### src/rtl/slc3_stim_sequencer_if.sv
// Bus between the SLC-3 front-panel stimulus sequencer and whatever drives it:
// table load port, playback control, and the core-facing switch/button outputs.
interface slc3_stim_sequencer_if #(
    parameter int SW_W  = 10,
    parameter int STEPS = 8
);
    localparam int IDX_W = $clog2(STEPS);

    logic             Wr_en;
    logic [IDX_W-1:0] Wr_addr;
    logic [SW_W+1:0]  Wr_data;
    logic             Start;
    logic             Paused;
    logic [SW_W-1:0]  SW_out;
    logic             Run_n;
    logic             Continue_n;
    logic             Busy;
    logic             Done;
    logic             Timeout;
    logic [IDX_W-1:0] Step_idx;

    modport master (
        output Wr_en, Wr_addr, Wr_data, Start, Paused,
        input  SW_out, Run_n, Continue_n, Busy, Done, Timeout, Step_idx
    );

    modport slave (
        input  Wr_en, Wr_addr, Wr_data, Start, Paused,
        output SW_out, Run_n, Continue_n, Busy, Done, Timeout, Step_idx
    );
endinterface

### src/rtl/slc3_stim_sequencer.sv
// SLC-3 front-panel stimulus sequencer: plays a loaded table of steps, each of
// which sets the switch vector and pulses Run or Continue, or waits for Paused.
// All core-facing outputs come straight from registers.
module slc3_stim_sequencer #(
    parameter int SW_W      = 10,
    parameter int STEPS     = 8,
    parameter int PULSE_CYC = 2,
    parameter int GAP_CYC   = 2,
    parameter int TIMEOUT_W = 16
) (
    input  logic                 Clk,
    input  logic                 Reset,
    slc3_stim_sequencer_if.slave bus
);
    localparam int IDX_W   = $clog2(STEPS);
    localparam int CNT_MAX = (PULSE_CYC > GAP_CYC) ? PULSE_CYC : GAP_CYC;
    localparam int CNT_W   = $clog2(CNT_MAX + 1);

    localparam logic [1:0] OP_END  = 2'b00;
    localparam logic [1:0] OP_RUN  = 2'b01;
    localparam logic [1:0] OP_CONT = 2'b10;
    localparam logic [1:0] OP_WAIT = 2'b11;

    localparam logic [CNT_W-1:0]     GAP_LAST   = CNT_W'(GAP_CYC - 1);
    localparam logic [CNT_W-1:0]     PULSE_LAST = CNT_W'(PULSE_CYC - 1);
    localparam logic [IDX_W-1:0]     IDX_LAST   = IDX_W'(STEPS - 1);
    // The wait counter expires on the cycle its incremented value would reach all-ones.
    localparam logic [TIMEOUT_W-1:0] TMO_LAST   = {{(TIMEOUT_W-1){1'b1}}, 1'b0};

    typedef enum logic [2:0] {
        S_IDLE  = 3'd0,
        S_FETCH = 3'd1,
        S_SETUP = 3'd2,
        S_PULSE = 3'd3,
        S_GAP   = 3'd4,
        S_WAIT  = 3'd5,
        S_DONE  = 3'd6
    } state_t;

    logic [SW_W+1:0]      table_q [STEPS];

    state_t               state_q,   state_d;
    logic [IDX_W-1:0]     idx_q,     idx_d;
    logic [SW_W-1:0]      sw_q,      sw_d;
    logic                 run_n_q,   run_n_d;
    logic                 cont_n_q,  cont_n_d;
    logic                 busy_q,    busy_d;
    logic                 done_q,    done_d;
    logic                 timeout_q, timeout_d;
    logic [CNT_W-1:0]     cnt_q,     cnt_d;
    logic [TIMEOUT_W-1:0] tmo_q,     tmo_d;
    logic                 btn_run_q, btn_run_d;

    logic [SW_W+1:0]      entry_s;
    logic [1:0]           op_s;
    logic                 advance_s;

    // Table load port; frozen while a sequence is playing so a step can never change under it.
    always_ff @(posedge Clk) begin
        if (bus.Wr_en && !busy_q && (int'(bus.Wr_addr) < STEPS)) begin
            table_q[bus.Wr_addr] <= bus.Wr_data;
        end
    end

    // Next-state and next-output logic for the playback FSM.
    always_comb begin
        state_d   = state_q;
        idx_d     = idx_q;
        sw_d      = sw_q;
        run_n_d   = 1'b1;
        cont_n_d  = 1'b1;
        timeout_d = timeout_q;
        cnt_d     = cnt_q;
        tmo_d     = tmo_q;
        btn_run_d = btn_run_q;
        advance_s = 1'b0;
        entry_s   = table_q[idx_q];
        op_s      = entry_s[SW_W+1:SW_W];

        case (state_q)
            S_IDLE, S_DONE: begin
                if (bus.Start) begin
                    idx_d     = '0;
                    timeout_d = 1'b0;
                    state_d   = S_FETCH;
                end else begin
                    state_d   = state_q;
                end
            end
            S_FETCH: begin
                case (op_s)
                    OP_END: begin
                        state_d = S_DONE;
                    end
                    OP_RUN, OP_CONT: begin
                        sw_d      = entry_s[SW_W-1:0];
                        btn_run_d = (op_s == OP_RUN);
                        cnt_d     = '0;
                        state_d   = S_SETUP;
                    end
                    OP_WAIT: begin
                        tmo_d   = '0;
                        state_d = S_WAIT;
                    end
                    default: begin
                        state_d = S_DONE;
                    end
                endcase
            end
            S_SETUP: begin
                if (cnt_q == GAP_LAST) begin
                    cnt_d    = '0;
                    run_n_d  = !btn_run_q;
                    cont_n_d = btn_run_q;
                    state_d  = S_PULSE;
                end else begin
                    cnt_d    = cnt_q + CNT_W'(1);
                end
            end
            S_PULSE: begin
                // Buttons default to released, so the last pulse cycle lets go here.
                if (cnt_q == PULSE_LAST) begin
                    cnt_d    = '0;
                    state_d  = S_GAP;
                end else begin
                    cnt_d    = cnt_q + CNT_W'(1);
                    run_n_d  = !btn_run_q;
                    cont_n_d = btn_run_q;
                end
            end
            S_GAP: begin
                if (cnt_q == GAP_LAST) begin
                    advance_s = 1'b1;
                end else begin
                    cnt_d     = cnt_q + CNT_W'(1);
                end
            end
            S_WAIT: begin
                if (bus.Paused) begin
                    advance_s = 1'b1;
                end else if (tmo_q == TMO_LAST) begin
                    timeout_d = 1'b1;
                    state_d   = S_DONE;
                end else begin
                    tmo_d     = tmo_q + TIMEOUT_W'(1);
                end
            end
            default: begin
                state_d = S_IDLE;
            end
        endcase

        // Step advance: the last table slot finishes the sequence rather than wrapping.
        if (advance_s) begin
            if (idx_q == IDX_LAST) begin
                state_d = S_DONE;
            end else begin
                idx_d   = idx_q + IDX_W'(1);
                state_d = S_FETCH;
            end
        end else begin
            idx_d = idx_d;
        end

        busy_d = !((state_d == S_IDLE) || (state_d == S_DONE));
        done_d = (state_d == S_DONE);
    end

    // State and output registers; reset releases both buttons on the same edge.
    always_ff @(posedge Clk) begin
        if (Reset) begin
            state_q   <= S_IDLE;
            idx_q     <= '0;
            sw_q      <= '0;
            run_n_q   <= 1'b1;
            cont_n_q  <= 1'b1;
            busy_q    <= 1'b0;
            done_q    <= 1'b0;
            timeout_q <= 1'b0;
            cnt_q     <= '0;
            tmo_q     <= '0;
            btn_run_q <= 1'b0;
        end else begin
            state_q   <= state_d;
            idx_q     <= idx_d;
            sw_q      <= sw_d;
            run_n_q   <= run_n_d;
            cont_n_q  <= cont_n_d;
            busy_q    <= busy_d;
            done_q    <= done_d;
            timeout_q <= timeout_d;
            cnt_q     <= cnt_d;
            tmo_q     <= tmo_d;
            btn_run_q <= btn_run_d;
        end
    end

    assign bus.SW_out     = sw_q;
    assign bus.Run_n      = run_n_q;
    assign bus.Continue_n = cont_n_q;
    assign bus.Busy       = busy_q;
    assign bus.Done       = done_q;
    assign bus.Timeout    = timeout_q;
    assign bus.Step_idx   = idx_q;
endmodule
### src/flat_wrapper.sv
// flat-port wrapper written by rule: the top's interface ports become plain ports
module slc3_stim_sequencer_flat 
#(
    parameter int SW_W      = 10,
    parameter int STEPS     = 8,
    parameter int PULSE_CYC = 2,
    parameter int GAP_CYC   = 2,
    parameter int TIMEOUT_W = 16
)
  (Clk, Reset, bus_Wr_en, bus_Wr_addr, bus_Wr_data, bus_Start, bus_Paused, bus_SW_out, bus_Run_n, bus_Continue_n, bus_Busy, bus_Done, bus_Timeout, bus_Step_idx);
  slc3_stim_sequencer_if #(.SW_W(SW_W), .STEPS(STEPS)) bus_i ();
  input  logic Clk;
  input  logic Reset;
  input wire logic [$bits(bus_i.Wr_en)-1:0] bus_Wr_en;
  input wire logic [$bits(bus_i.Wr_addr)-1:0] bus_Wr_addr;
  input wire logic [$bits(bus_i.Wr_data)-1:0] bus_Wr_data;
  input wire logic [$bits(bus_i.Start)-1:0] bus_Start;
  input wire logic [$bits(bus_i.Paused)-1:0] bus_Paused;
  output wire logic [$bits(bus_i.SW_out)-1:0] bus_SW_out;
  output wire logic [$bits(bus_i.Run_n)-1:0] bus_Run_n;
  output wire logic [$bits(bus_i.Continue_n)-1:0] bus_Continue_n;
  output wire logic [$bits(bus_i.Busy)-1:0] bus_Busy;
  output wire logic [$bits(bus_i.Done)-1:0] bus_Done;
  output wire logic [$bits(bus_i.Timeout)-1:0] bus_Timeout;
  output wire logic [$bits(bus_i.Step_idx)-1:0] bus_Step_idx;
  assign bus_i.Wr_en = bus_Wr_en;
  assign bus_i.Wr_addr = bus_Wr_addr;
  assign bus_i.Wr_data = bus_Wr_data;
  assign bus_i.Start = bus_Start;
  assign bus_i.Paused = bus_Paused;
  assign bus_SW_out = bus_i.SW_out;
  assign bus_Run_n = bus_i.Run_n;
  assign bus_Continue_n = bus_i.Continue_n;
  assign bus_Busy = bus_i.Busy;
  assign bus_Done = bus_i.Done;
  assign bus_Timeout = bus_i.Timeout;
  assign bus_Step_idx = bus_i.Step_idx;
  slc3_stim_sequencer #(.SW_W(SW_W), .STEPS(STEPS), .PULSE_CYC(PULSE_CYC), .GAP_CYC(GAP_CYC), .TIMEOUT_W(TIMEOUT_W)) u_core (.Clk(Clk), .Reset(Reset), .bus(bus_i));
endmodule
### config.mk
export PLATFORM = sky130hd
export DESIGN_NAME = slc3_stim_sequencer_flat
export DESIGN_NICKNAME = d
export VERILOG_FILES = /design/src/rtl/slc3_stim_sequencer_if.sv /design/src/rtl/slc3_stim_sequencer.sv /design/src/flat_wrapper.sv
export SDC_FILE = /design/constraint.sdc
export NUM_CORES = 1
export LEC_CHECK = 0
export ABC_AREA = 1
export CAP_MARGIN = 20
export CORE_MARGIN = 10
export CORE_UTILIZATION = 45
export CTS_BUF_LIST = sky130_fd_sc_hd__clkbuf_4 sky130_fd_sc_hd__clkbuf_8
export DETAILED_ROUTE_END_ITERATION = 10
export HOLD_SLACK_MARGIN = 0.12
export PLACE_DENSITY = 0.74
export SYNTH_ARGS = -nofsm -noshare
export SYNTH_HDL_FRONTEND = slang
export SYNTH_SLANG_ARGS = --single-unit
### constraint.sdc
create_clock -name Clk -period 3.2 [get_ports Clk]
set_input_delay 0.64 -clock Clk [delete_from_list [all_inputs] [get_ports Clk]]
set_output_delay 0.64 -clock Clk [all_outputs]
set_load 0.05 [all_outputs]
==> run summary <==
The routed layout has 4423 vias. For the overall routing resource usage, the log shows 0.152. Ranked by total cell area, the synthesized netlist is headed by edfxtp_1 (48%), dfxtp_1 (13%), nor2_1 (6.1%). The number of buffers created by CTS came out at 17. The synthesized design spends more area on one cell type than any other, namely edfxtp_1.

In this run, post-CTS hold repair placed 0 buffers. Once the clock tree was built, the resizer swapped 0 gates to a different size. The slowest cell on the critical path was or2_1. The final worst-path cycle share works out to 0.866. The critical path in this run is classified as reg2reg.

The run gives 4.31 mW as the power consumption. Share of flip-flops with an asynchronous set or reset after synthesis: 0. The smallest hold slack was 0.459 ns. In this run the post-CTS setup repair buffer count came out at 0. The count of buffers added on input and output ports is 37. For the worst-skew pair, the clock arrives at the later sink with an insertion delay of 0.44 ns. Count of endpoints failing hold in the final timing report: 0. The max-cap violation count is 0.

For this run, the leading register cell type out of synthesis is edfxtp_1. The clock-pin slew of the registers on the worst-case setup and hold paths came out at 0.08 ns. Share of the core filled with cells in the final layout: 0.533. Share of the synthesized area in the top cell type: 0.482. Setup total negative slack on the finished layout was measured at 0 ns. The tools report the starting utilization of the core area as 0.455.

The run gives 2.43 nW as the leakage power of the design. The flow ran to the end, and the final reports show no timing, DRC or antenna violations. In the final routed layout, each cell accounts on average for 16.2 um.

The congestion estimate from routability-driven global placement came to 0.890. Category of the worst setup path launch point: a flop. Synthesis produced a netlist whose cell count is 587. The chip height was 135 um; the net switching fraction of the power was 0.301.

The share of total power in combinational logic is 0.179, and the placeable core area is 13100 sq um. Summed over all nets, the switching power comes to 1.30 mW. The mean number of vias per cell was 5.35.

The internal power of the cells totals 3.01 mW. After detailed routing, the number of remaining DRC violations is 0. The run gives 0.616 as the share of synthesized area occupied by flip-flops and latches. The buffer type at the clock tree root is clkbuf_8. 0 antenna diodes ended up in the layout. The count of synthesis-stage warnings from yosys is 0, and the mean area per synthesized cell is 10.2 sq um.

After the first detailed-routing iteration, the DRC count stood at 452. The HPWL reported at the end of detailed placement came out at 9070 um. TritonCTS built the clock tree.

Compared with the post-synthesis result, the final layout area differs by 17.1%. For the count of final max-slew check failures, the log shows 0. Yosys mapped a number of flops with a built-in enable equal to 96. The slew of the pin with the lowest slew margin is 0.809 ns, and the relative slew slack is 0.458.

Counting flops and latches in the post-synthesis netlist gives 136. The run gives 616 as the net count of the mapped netlist. For the required time at the worst-slack endpoint, the log shows 3.56 ns.

On the worst path, the slowest cell contributes a delay of 0.52 ns. The tree built by TritonCTS fans out to 136 sinks. The floorplan step set the die width to 135 um.

The share of cells above drive strength 1 works out to 0.131. Wires add up to 13400 um. The cell row count came out at 42. The run gives 4462 as the via count of the first global-routing pass. The critical path goes through buf_4 > o21ai_0 > o22ai_1 > inv_1 > o21ai_0 > inv_1 > ha_1 > or2_1 > o21ai_2 > nand2_2 > nor2_1 > a211oi_2. STA classifies the critical path endpoint as a flop. The min-delay analysis places its worst path in the category reg2reg. The count of different cell masters after synthesis was 43; the final worst clock skew was 0.0106 ns. After global routing the overflow that remains totals 0. Timing would allow up to 0.361 GHz.

The run gives 410 uV as the peak ir drop on the vdd network. The logs give 2 for the maximum number of buffers from clock root to sink and 3.13 ns for the arrival time of the worst setup path. The mapped cell area was 5980 sq um; the post-layout net count was 666. The routed design could run at a clock period as short as 2.77 ns. The number of ports placed on the die boundary is 38. Setup violations remaining at the end of the flow were counted as 0. Once detail routing completed, the nets flagged for antenna violations numbered 0. Setup repair after global routing left no endpoint under its margin. The total die area is 18300 sq um. Entering global routing, the biggest net connects 34 pins. The count of TritonRoute iterations in the first routing pass is 4, and the sequential group share of total power is 0.477.

The global-route wire length before repair was 21900 um; the part of the total power dissipated in the clock network was 0.345. Counting the fill cells in the layout gives 1168. Along the worst path, the maximum fanout reaches 33. Number of antenna violations at the first check in global routing: 0. The H-tree generated during clock tree synthesis spans 4 levels.

In this run the power density over the cells is 615 nW/um^2.
[synth_stat cells (all sizes together) (9+ instances only)]
library cell and n:
a21oi 30, buf 10, clkbuf 14, dfxtp 40, edfxtp 96, ha 9, inv 43, nand2 88
nand3 31, nand4 10, nor2 104, o211ai 12, o21ai 64, o22ai 9
[power groups by stage]
stage / Combinational, mW / Clock [mW] / Sequential, mW
finish: 0.769 / 1.48 / 2.05
global placement: 0.735 / 0 / 2.09
floorplan: 0.470 / 0 / 2.16
global route: 0.849 / 1.60 / 2.06
detailed placement: 0.766 / 0 / 2.09
CTS: 0.770 / 1.51 / 2.05
[per-stage QoR]
step	std cells	setup slack, ns	area, sq um
finish	826	0.428	7010
global route	826	0.197	7010
CTS	826	0.443	7010
detailed placement	794	0.488	6580
global placement	794	0.590	6580
floorplan	587	0.528	5980
[path summary, 6_finish.rpt]
| path | cells past startpoint | slack, ns | from | end |
|---|---|---|---|---|
| setup / recovery | 12 | 0.43 | u_core.bus.Step_idx[0]$_SDFF_PP0_ | u_core.cnt_q[0]$_SDFFE_PP0P_ |
| hold reg to reg | 2 | 0.46 | u_core.bus.Timeout$_SDFFE_PP0P_ | u_core.bus.Timeout$_SDFFE_PP0P_ |
| setup reg to reg | 12 | 0.43 | u_core.bus.Step_idx[0]$_SDFF_PP0_ | u_core.cnt_q[0]$_SDFFE_PP0P_ |
| hold / removal | 2 | 0.46 | u_core.bus.Timeout$_SDFFE_PP0P_ | u_core.bus.Timeout$_SDFFE_PP0P_ |
[cell families after synthesis]
family          after synthesis  share of synthesized area
compound gates              129                      0.129
xor+xnor                      2                    0.00293
fa+ha+maj                     9                     0.0188
buf+inv                      67                     0.0494
flops                       136                      0.616
simple gates                244                      0.184
[flip-flops by register name, indices dropped and copies added, names as in the netlist, 2 cells and up]
signal	flops
u_core.table_q	96
u_core.tmo_q	16
u_core.bus.SW_out	10
u_core.bus.Step_idx	3
u_core.state_q	3
u_core.cnt_q	2
[placed cells by master, fill, tap and decap left out, drive strengths merged, types with 3 or more instances in the layout]
cell type        n
dfxtp           40
o211ai          12
bufinv           3
o21ai           64
buf             18
clkbuf          17
edfxtp          96
o22ai            9
ha               9
nand3           31
nand4           10
a21oi           30
nor2           104
nand2           88
inv             49
o221ai           8
clkinv           4
clkdlybuf4s50   37
nor3             4
[final cells by class]
cell class	instances	area, sq um	area share
inverters	43	171	0.0245
clock buffers	17	234	0.0334
repair buffers	55	505	0.0722
flip-flops and latches	136	3680	0.526
multi-input cells	384	2000	0.286
well taps	176	220	0.0314
clock inverters	15	189	0.0270
[worst max-delay path: cells and delay by family, from the launching register on]
family                   cells  cell delay, ns
buffers and inverters        3            0.46
flip-flops                   1            0.36
AO/OA/AOI/OAI                5            0.86
AND/OR/NAND/NOR              3            0.70
adder cells (fa/ha/maj)      1            0.30
[metal layers]
metal | track usage | vias up | wire length, um
met5 | 0 | - | 0
met4 | 0.0598 | 0 | 265
met3 | 0.0415 | 25 | 756
met2 | 0.267 | 119 | 6830
met1 | 0.171 | 2121 | 5530
li1 | - | 2158 | -
No activity file was read; power rests on OpenSTA's default activity.
